--- config.mk ---
export PLATFORM = sky130hd
export DESIGN_NAME = pipe_sequencer
export DESIGN_NICKNAME = d
export VERILOG_FILES = /design/src/rtl/pipe_sequencer.sv
export SDC_FILE = /design/constraint.sdc
export NUM_CORES = 1
export LEC_CHECK = 0
export CAP_MARGIN = 20
export CORE_UTILIZATION = 54
export CTS_CLUSTER_DIAMETER = 150
export DETAILED_ROUTE_END_ITERATION = 12
export GPL_ROUTABILITY_DRIVEN = 0
export GPL_TIMING_DRIVEN = 1
export PLACE_DENSITY = 0.85
export RECOVER_POWER = 50
export SLEW_MARGIN = 40
export SYNTH_ARGS = -nofsm -noshare
export SYNTH_HDL_FRONTEND = slang
export SYNTH_SLANG_ARGS = --single-unit
--- constraint.sdc ---
create_clock -name clk -period 3.8 [get_ports clk]
set_clock_uncertainty 0.2 [all_clocks]
set_input_delay 0.95 -clock clk [delete_from_list [all_inputs] [get_ports clk]]
set_output_delay 0.95 -clock clk [all_outputs]
set_load 0.01 [all_outputs]
--- src/rtl/pipe_sequencer.sv ---
// pipe_sequencer: stall/flush controller for the 5-stage ARM pipeline.
// It arbitrates a MEM-stage data-memory access, a taken branch from EXE and a
// load-use hazard from ID. The result is per-stage freeze/flush controls, a
// one-cycle memory start strobe, a sticky timeout error and saturating
// performance counters.
//
// Handshake: mem_start is a single-cycle request strobe. It is issued only on
// the RUN->MEM_WAIT transition. The access completes in the first MEM_WAIT
// cycle that has mem_ready=1, and the pipeline advances in that same cycle.
// mem_ready is ignored in every other cycle.
module pipe_sequencer #(
    parameter int MEM_TIMEOUT = 64,
    parameter int CNT_W       = 16
) (
    input  logic             clk,
    input  logic             rst,
    input  logic             hazard,
    input  logic             branch_taken,
    input  logic             mem_req,
    input  logic             mem_ready,
    output logic             pc_freeze,
    output logic             if_freeze,
    output logic             if_flush,
    output logic             id_flush,
    output logic             back_freeze,
    output logic             mem_start,
    output logic             err,
    output logic [CNT_W-1:0] stall_cnt,
    output logic [CNT_W-1:0] flush_cnt,
    output logic [1:0]       state_dbg
);

    localparam int TW = $clog2(MEM_TIMEOUT + 1);

    localparam logic [1:0] ST_RUN      = 2'd0;
    localparam logic [1:0] ST_MEM_WAIT = 2'd1;
    localparam logic [1:0] ST_ERROR    = 2'd2;

    logic [1:0]    state;
    logic [1:0]    state_nxt;
    logic [TW-1:0] wait_timer;
    logic [TW-1:0] wait_timer_nxt;
    logic          run_eval;
    logic          branch_flush;

    assign state_dbg = state;

    // Next-state and control decode. Every control output is zero while rst is high.
    always_comb begin
        pc_freeze      = 1'b0;
        if_freeze      = 1'b0;
        if_flush       = 1'b0;
        id_flush       = 1'b0;
        back_freeze    = 1'b0;
        mem_start      = 1'b0;
        branch_flush   = 1'b0;
        run_eval       = 1'b0;
        state_nxt      = state;
        wait_timer_nxt = wait_timer;
        if (!rst) begin
            case (state)
                ST_RUN: begin
                    if (mem_req) begin
                        // Branch and hazard wait: EXE_Reg/ID_Reg hold them until release.
                        mem_start      = 1'b1;
                        pc_freeze      = 1'b1;
                        if_freeze      = 1'b1;
                        back_freeze    = 1'b1;
                        state_nxt      = ST_MEM_WAIT;
                        wait_timer_nxt = '0;
                    end else begin
                        run_eval = 1'b1;
                    end
                end
                ST_MEM_WAIT: begin
                    if (mem_ready) begin
                        // Release cycle behaves like RUN without a memory request.
                        run_eval  = 1'b1;
                        state_nxt = ST_RUN;
                    end else begin
                        pc_freeze      = 1'b1;
                        if_freeze      = 1'b1;
                        back_freeze    = 1'b1;
                        wait_timer_nxt = wait_timer + TW'(1);
                        if (wait_timer == TW'(MEM_TIMEOUT - 1))
                            state_nxt = ST_ERROR;
                    end
                end
                ST_ERROR: begin
                    pc_freeze   = 1'b1;
                    if_freeze   = 1'b1;
                    back_freeze = 1'b1;
                end
                default: state_nxt = ST_RUN;
            endcase

            if (run_eval) begin
                if (branch_taken) begin
                    // A taken branch wins over hazard: the hazarding instruction is flushed anyway.
                    if_flush     = 1'b1;
                    id_flush     = 1'b1;
                    branch_flush = 1'b1;
                end else if (hazard) begin
                    pc_freeze = 1'b1;
                    if_freeze = 1'b1;
                    id_flush  = 1'b1;
                end
            end
        end
    end

    // State, wait timer, sticky error and saturating counters.
    always_ff @(posedge clk) begin
        if (rst) begin
            state      <= ST_RUN;
            wait_timer <= '0;
            err        <= 1'b0;
            stall_cnt  <= '0;
            flush_cnt  <= '0;
        end else begin
            state      <= state_nxt;
            wait_timer <= wait_timer_nxt;
            if (state_nxt == ST_ERROR)
                err <= 1'b1;
            if (pc_freeze && (stall_cnt != {CNT_W{1'b1}}))
                stall_cnt <= stall_cnt + CNT_W'(1);
            if (branch_flush && (flush_cnt != {CNT_W{1'b1}}))
                flush_cnt <= flush_cnt + CNT_W'(1);
        end
    end

endmodule

# After elaboration in Yosys (flattened, before gate mapping)
# Index checks and enable logic that the tools add are counted.
# word_totals
register_bits	42
input_bits	6
elab_cells	50
# classes
addsub	3
eq_ne	8
mux	29
n_reduce_logical	5
# ops
op	count
$add A16 B1 Y16 const B	2
$ne A16 B16 Y1 const B	2
$mux W1	19
$mux W7	2
$pmux W7 S2	1
$mux W2	4
$add A7 B1 Y7 const B	1
$eq A7 B6 Y1 const B	1
$pmux W2 S3	1
$eq A2 B2 Y1 const B	2
$ne A2 B2 Y1 const B	2
$pmux W1 S3	1
$reduce_and A3 Y1	1
$eq A2 B1 Y1 const B	1
$logic_and A1 B1 Y1	2
$logic_not A2 Y1	1
$pmux W1 S2	1
$reduce_bool A2 Y1	1

# Logic depth before layout (Yosys ltp)
# logic_depth
ltp_word	7
ltp_mapped	7

# Worst setup path after synthesis
# No wires, ideal clock.
# synth_path
path_kind	input to output
from	input rst
to	output pc_freeze
arrival_time_ns	1.848
path_slack_ns	0.802
stages	5
n_path_buf	2
cell_sequence	clkbuf_1 > nor2_1 > nand4_2 > nand2_1 > buf_4
# synth_via
elab_chain_len	1
# synth_rtl
item	line	text
from (decl)	16	input logic rst,
$mux W1	n/a	
to (decl)	21	output logic pc_freeze,
# No other way between the ends.

# Worst setup path after layout
# layout_path
from	input mem_ready
to	output back_freeze
# layout_via
elab_chain_len	3
# layout_rtl
item	line	text
from (decl)	20	input logic mem_ready,
$mux W1	76	if (mem_ready) begin
$pmux W1 S3	61	case (state)
$mux W1	60	if (!rst) begin
to (decl)	25	output logic back_freeze,
# No other way between the ends.

==> impl_metrics.csv <==
group,metric,value,unit
sta,finalHoldWorstSlack,0.301,ns
final_layout,final-seq-area,841,sq um
floorplanning,boundaryPins,47,
synth,yosysSeqAreaShare,39.7,%
final_layout,final_cell_mix,"dfxtp_1, nor2_1, dlygate4sd3_1",
cts,tritoncts_clock_tree,"built",
synth,synth_top_cell_by_area,"dfxtp_1",
detailed_routing,highest_layer,"met4",
cts,cts_root_buf,"clkbuf_8",
grt,first_global_vias,1796,
sta,slew_violations,0,
final_layout,fin_cells,344,
detailed_routing,wirelength,4730,um
detailed_routing,route.met3.wl,226,um
final_layout,antenna_cells,0,
detailed_routing,met1Wirelength,2090,um
setup_path,crit_path_end_kind,"primary output",
grt,grt_pass1_wl,8090,um
hold_path,hold_path.class,"reg -> reg",
final_layout,layout.cells.most_common,"dfxtp_1",
cts,path_clk_slew,0.08,ns
power,power_per_cell_area,302,nW/um^2
placement,numPortBuffers,46,
run,maxCapViolCount,0,
placement,place.detailed.instances,336,
floorplanning,initial_utilization,57.0,%
floorplanning,fp.dieH,64.6,um
power,sw_frac_of_total,24.2,%
setup_path,crit_arrival,2.60,ns
setup_path,crit_fanout,3,
grt,overflow,0,
detailed_routing,dr_drc_count,0,
detailed_routing,met2RoutedLength,2350,um
sta,finalCritPeriodShare,98.6,%
sta,max_freq,0.267,GHz
power,leakagePower,1.12,nW
grt,antenna_found_initial,0,
power,power.clock.fraction,35.9,%
sta,slew_of_the_pin_with_the_lowest_slew_margin,0.672,ns
setup_path,worst-endpoint-required,2.65,ns
grt,grtUsageTotal,25.0,%
final_layout,drive_above_1_share,9.46,%
cts,clock_latency,0.30,ns
synth,synth_enable_flop_cells,0,
power,max-vdd-ir-drop,198,uV
synth,synth_area_per_cell,8.71,sq um
setup_path,critPathLaunchType,"input pin",
detailed_routing,remaining_number_of_nets_flagged_by_the_antenna_check_after_routing,0,
sta,layout_min_cycle_time,3.75,ns
detailed_routing,drt-pass1-iter-count,4,
synth,post_synth_inst_count,243,
synth,ys_dominant_reg_cell,"dfxtp_1",
synth,yosys_warnings,0,
cts,postCtsSetupBuffers,0,
final_layout,area_growth_syn_to_layout,30.1,%
power,post-layout-total-power,0.000832,W
cts,cts-root-to-sink-buffers,2,
detailed_routing,initialDrtViolationCount,146,
floorplanning,fp-row-count,22,
sta,unrepaired_setup_endpoints_after_global_routing,"no",
synth,synthesis.area,2120,sq um
placement,dp_hpwl,3390,um
power,internal_power,0.000631,W
detailed_routing,drt-wirelength-per-cell,13.8,um
status,status,"completed",
final_layout,design.final.nets,304,
floorplanning,core-area,3720,sq um
detailed_routing,routed_vias_inst,5.64,
cts,h-tree-depth,2,
sta,number_of_setup_violations_in_the_final_report,0,
floorplanning,fp.dieW,64.6,um
synth,yosysTopAreaCellShare,39.7,%
setup_path,critPathKind,"in -> out",
cts,number_of_cts_inserted_buffers,5,
power,power.sequential.fraction,54.3,%
synth,ys_ff_latch,42,
synth,biggest_area_contributors_in_the_synthesized_netlist,"dfxtp_1, nor2_1, nand4_1, xor2_1, xnor2_1",
power,power_switching,0.000202,W
floorplanning,die-area,4180,sq um
sta,hold_violations_final,0,
synth,asyncSetResetFlopFracSynth,0,%
sta,slew_headroom,54.5,%
grt,grt_start_max_net_pins,26,
detailed_routing,routed-via-count,1939,
synth,yosys.cell_types.count,46,
cts,clock_sink_count,42,
power,power_frac_comb,9.7,%
final_layout,fillerInstances,284,
synth,synthesis.nets,252,
final_layout,multi_input_gate_area_in_the_final_layout,1220,sq um
[cells by family (layout without fill, tap and decap cells)]
family                     after synthesis  after routing  synth area share, %
DFF                                     42             42                 39.7
buffers and inverters                   15             68                 3.01
muxes                                   11             11                 5.44
AOI/OAI and AO/OA                       34             34                 11.9
xor gates and xnor gates                19             19                 7.86
and+or+nand+nor                        119            119                 30.3
adders and majority gates                3              3                 1.77
[per-stage QoR]
step	util (%)	setup WS [ns]	setup TNS, ns	cell area, sq um
3_5_place_dp	71.9	-0.0152	-0.0303	2670
2_1_floorplan	-	0.802	0	2120
6_report	74.1	0.0535	0	2760
5_1_grt	74.1	0.00617	0	2760
3_3_place_gp	71.7	0.0369	0	2660
4_1_cts	74.2	0.0403	0	2760
[worst paths after layout]
check	startpoint	endpoint	slack (ns)	cells past startpoint
min reg2reg	wait_timer[6]$_SDFFE_PP0P_	wait_timer[6]$_SDFFE_PP0P_	0.30	2
max reg2reg	state_dbg[1]$_SDFF_PP0_	stall_cnt[15]$_SDFFE_PP0P_	1.37	6
max	mem_ready	back_freeze	0.05	5
min	wait_timer[6]$_SDFFE_PP0P_	wait_timer[6]$_SDFFE_PP0P_	0.30	2
[synth_stat cells (4+ instances only)]
library cell and instances:
a21oi_1 10, and2_1 4, and3_1 4, and4_1 5, clkbuf_1 6, dfxtp_1 42, mux2_2 4, mux2i_1 7
nand2_1 14, nand2b_1 7, nand3_1 11, nand4_1 14, nor2_1 36, nor2b_1 6, nor3_1 5, o21ai_0 5
xnor2_1 9, xor2_1 10
[routing by layer]
metal | global-route usage, % | up-vias
li1 | - | 982
met1 | 30.2 | 908
met2 | 42.4 | 40
met3 | 6.69 | 9
met4 | 8.61 | 0
met5 | 0 | -
[timing repair]
action,CTS,global route
resized for setup,2,0
endpoints found under the setup margin,2,0
hold buffers,0,0
[layout make-up]
type                       instances  share of cell area (%)
clock buffer                       7                    3.13
sequential                        42                    30.5
multi-input combinational        186                    44.2
inverter                           4                   0.545
tap                               48                    2.18
timing repair buffer              56                    19.2
clock inverter                     1                   0.182
[worst max-delay path, cell delays in order]
cell	delay, ns
clkdlybuf4s50_1	0.47
or3b_4	0.40
a21o_1	0.20
inv_1	0.06
clkdlybuf4s50_1	0.52
[power by group through the flow]
stage | Clock (W) | Combinational [W] | Sequential, W
after CTS | 0.000306 | 0.0000824 | 0.000452
after detailed placement | 0 | 0.0000830 | 0.000462
after global placement | 0 | 0.0000816 | 0.000462
after global routing | 0.000330 | 0.0000880 | 0.000454
after floorplan | 0 | 0.0000435 | 0.000463
final | 0.000299 | 0.0000811 | 0.000452
[registers in the layout, summed over array words and instances, names as in the netlist]
name and cells:
flush_cnt 16, stall_cnt 16, wait_timer 7, state_dbg 2
err 1
Note: power is estimated with default switching activity, not from simulation.
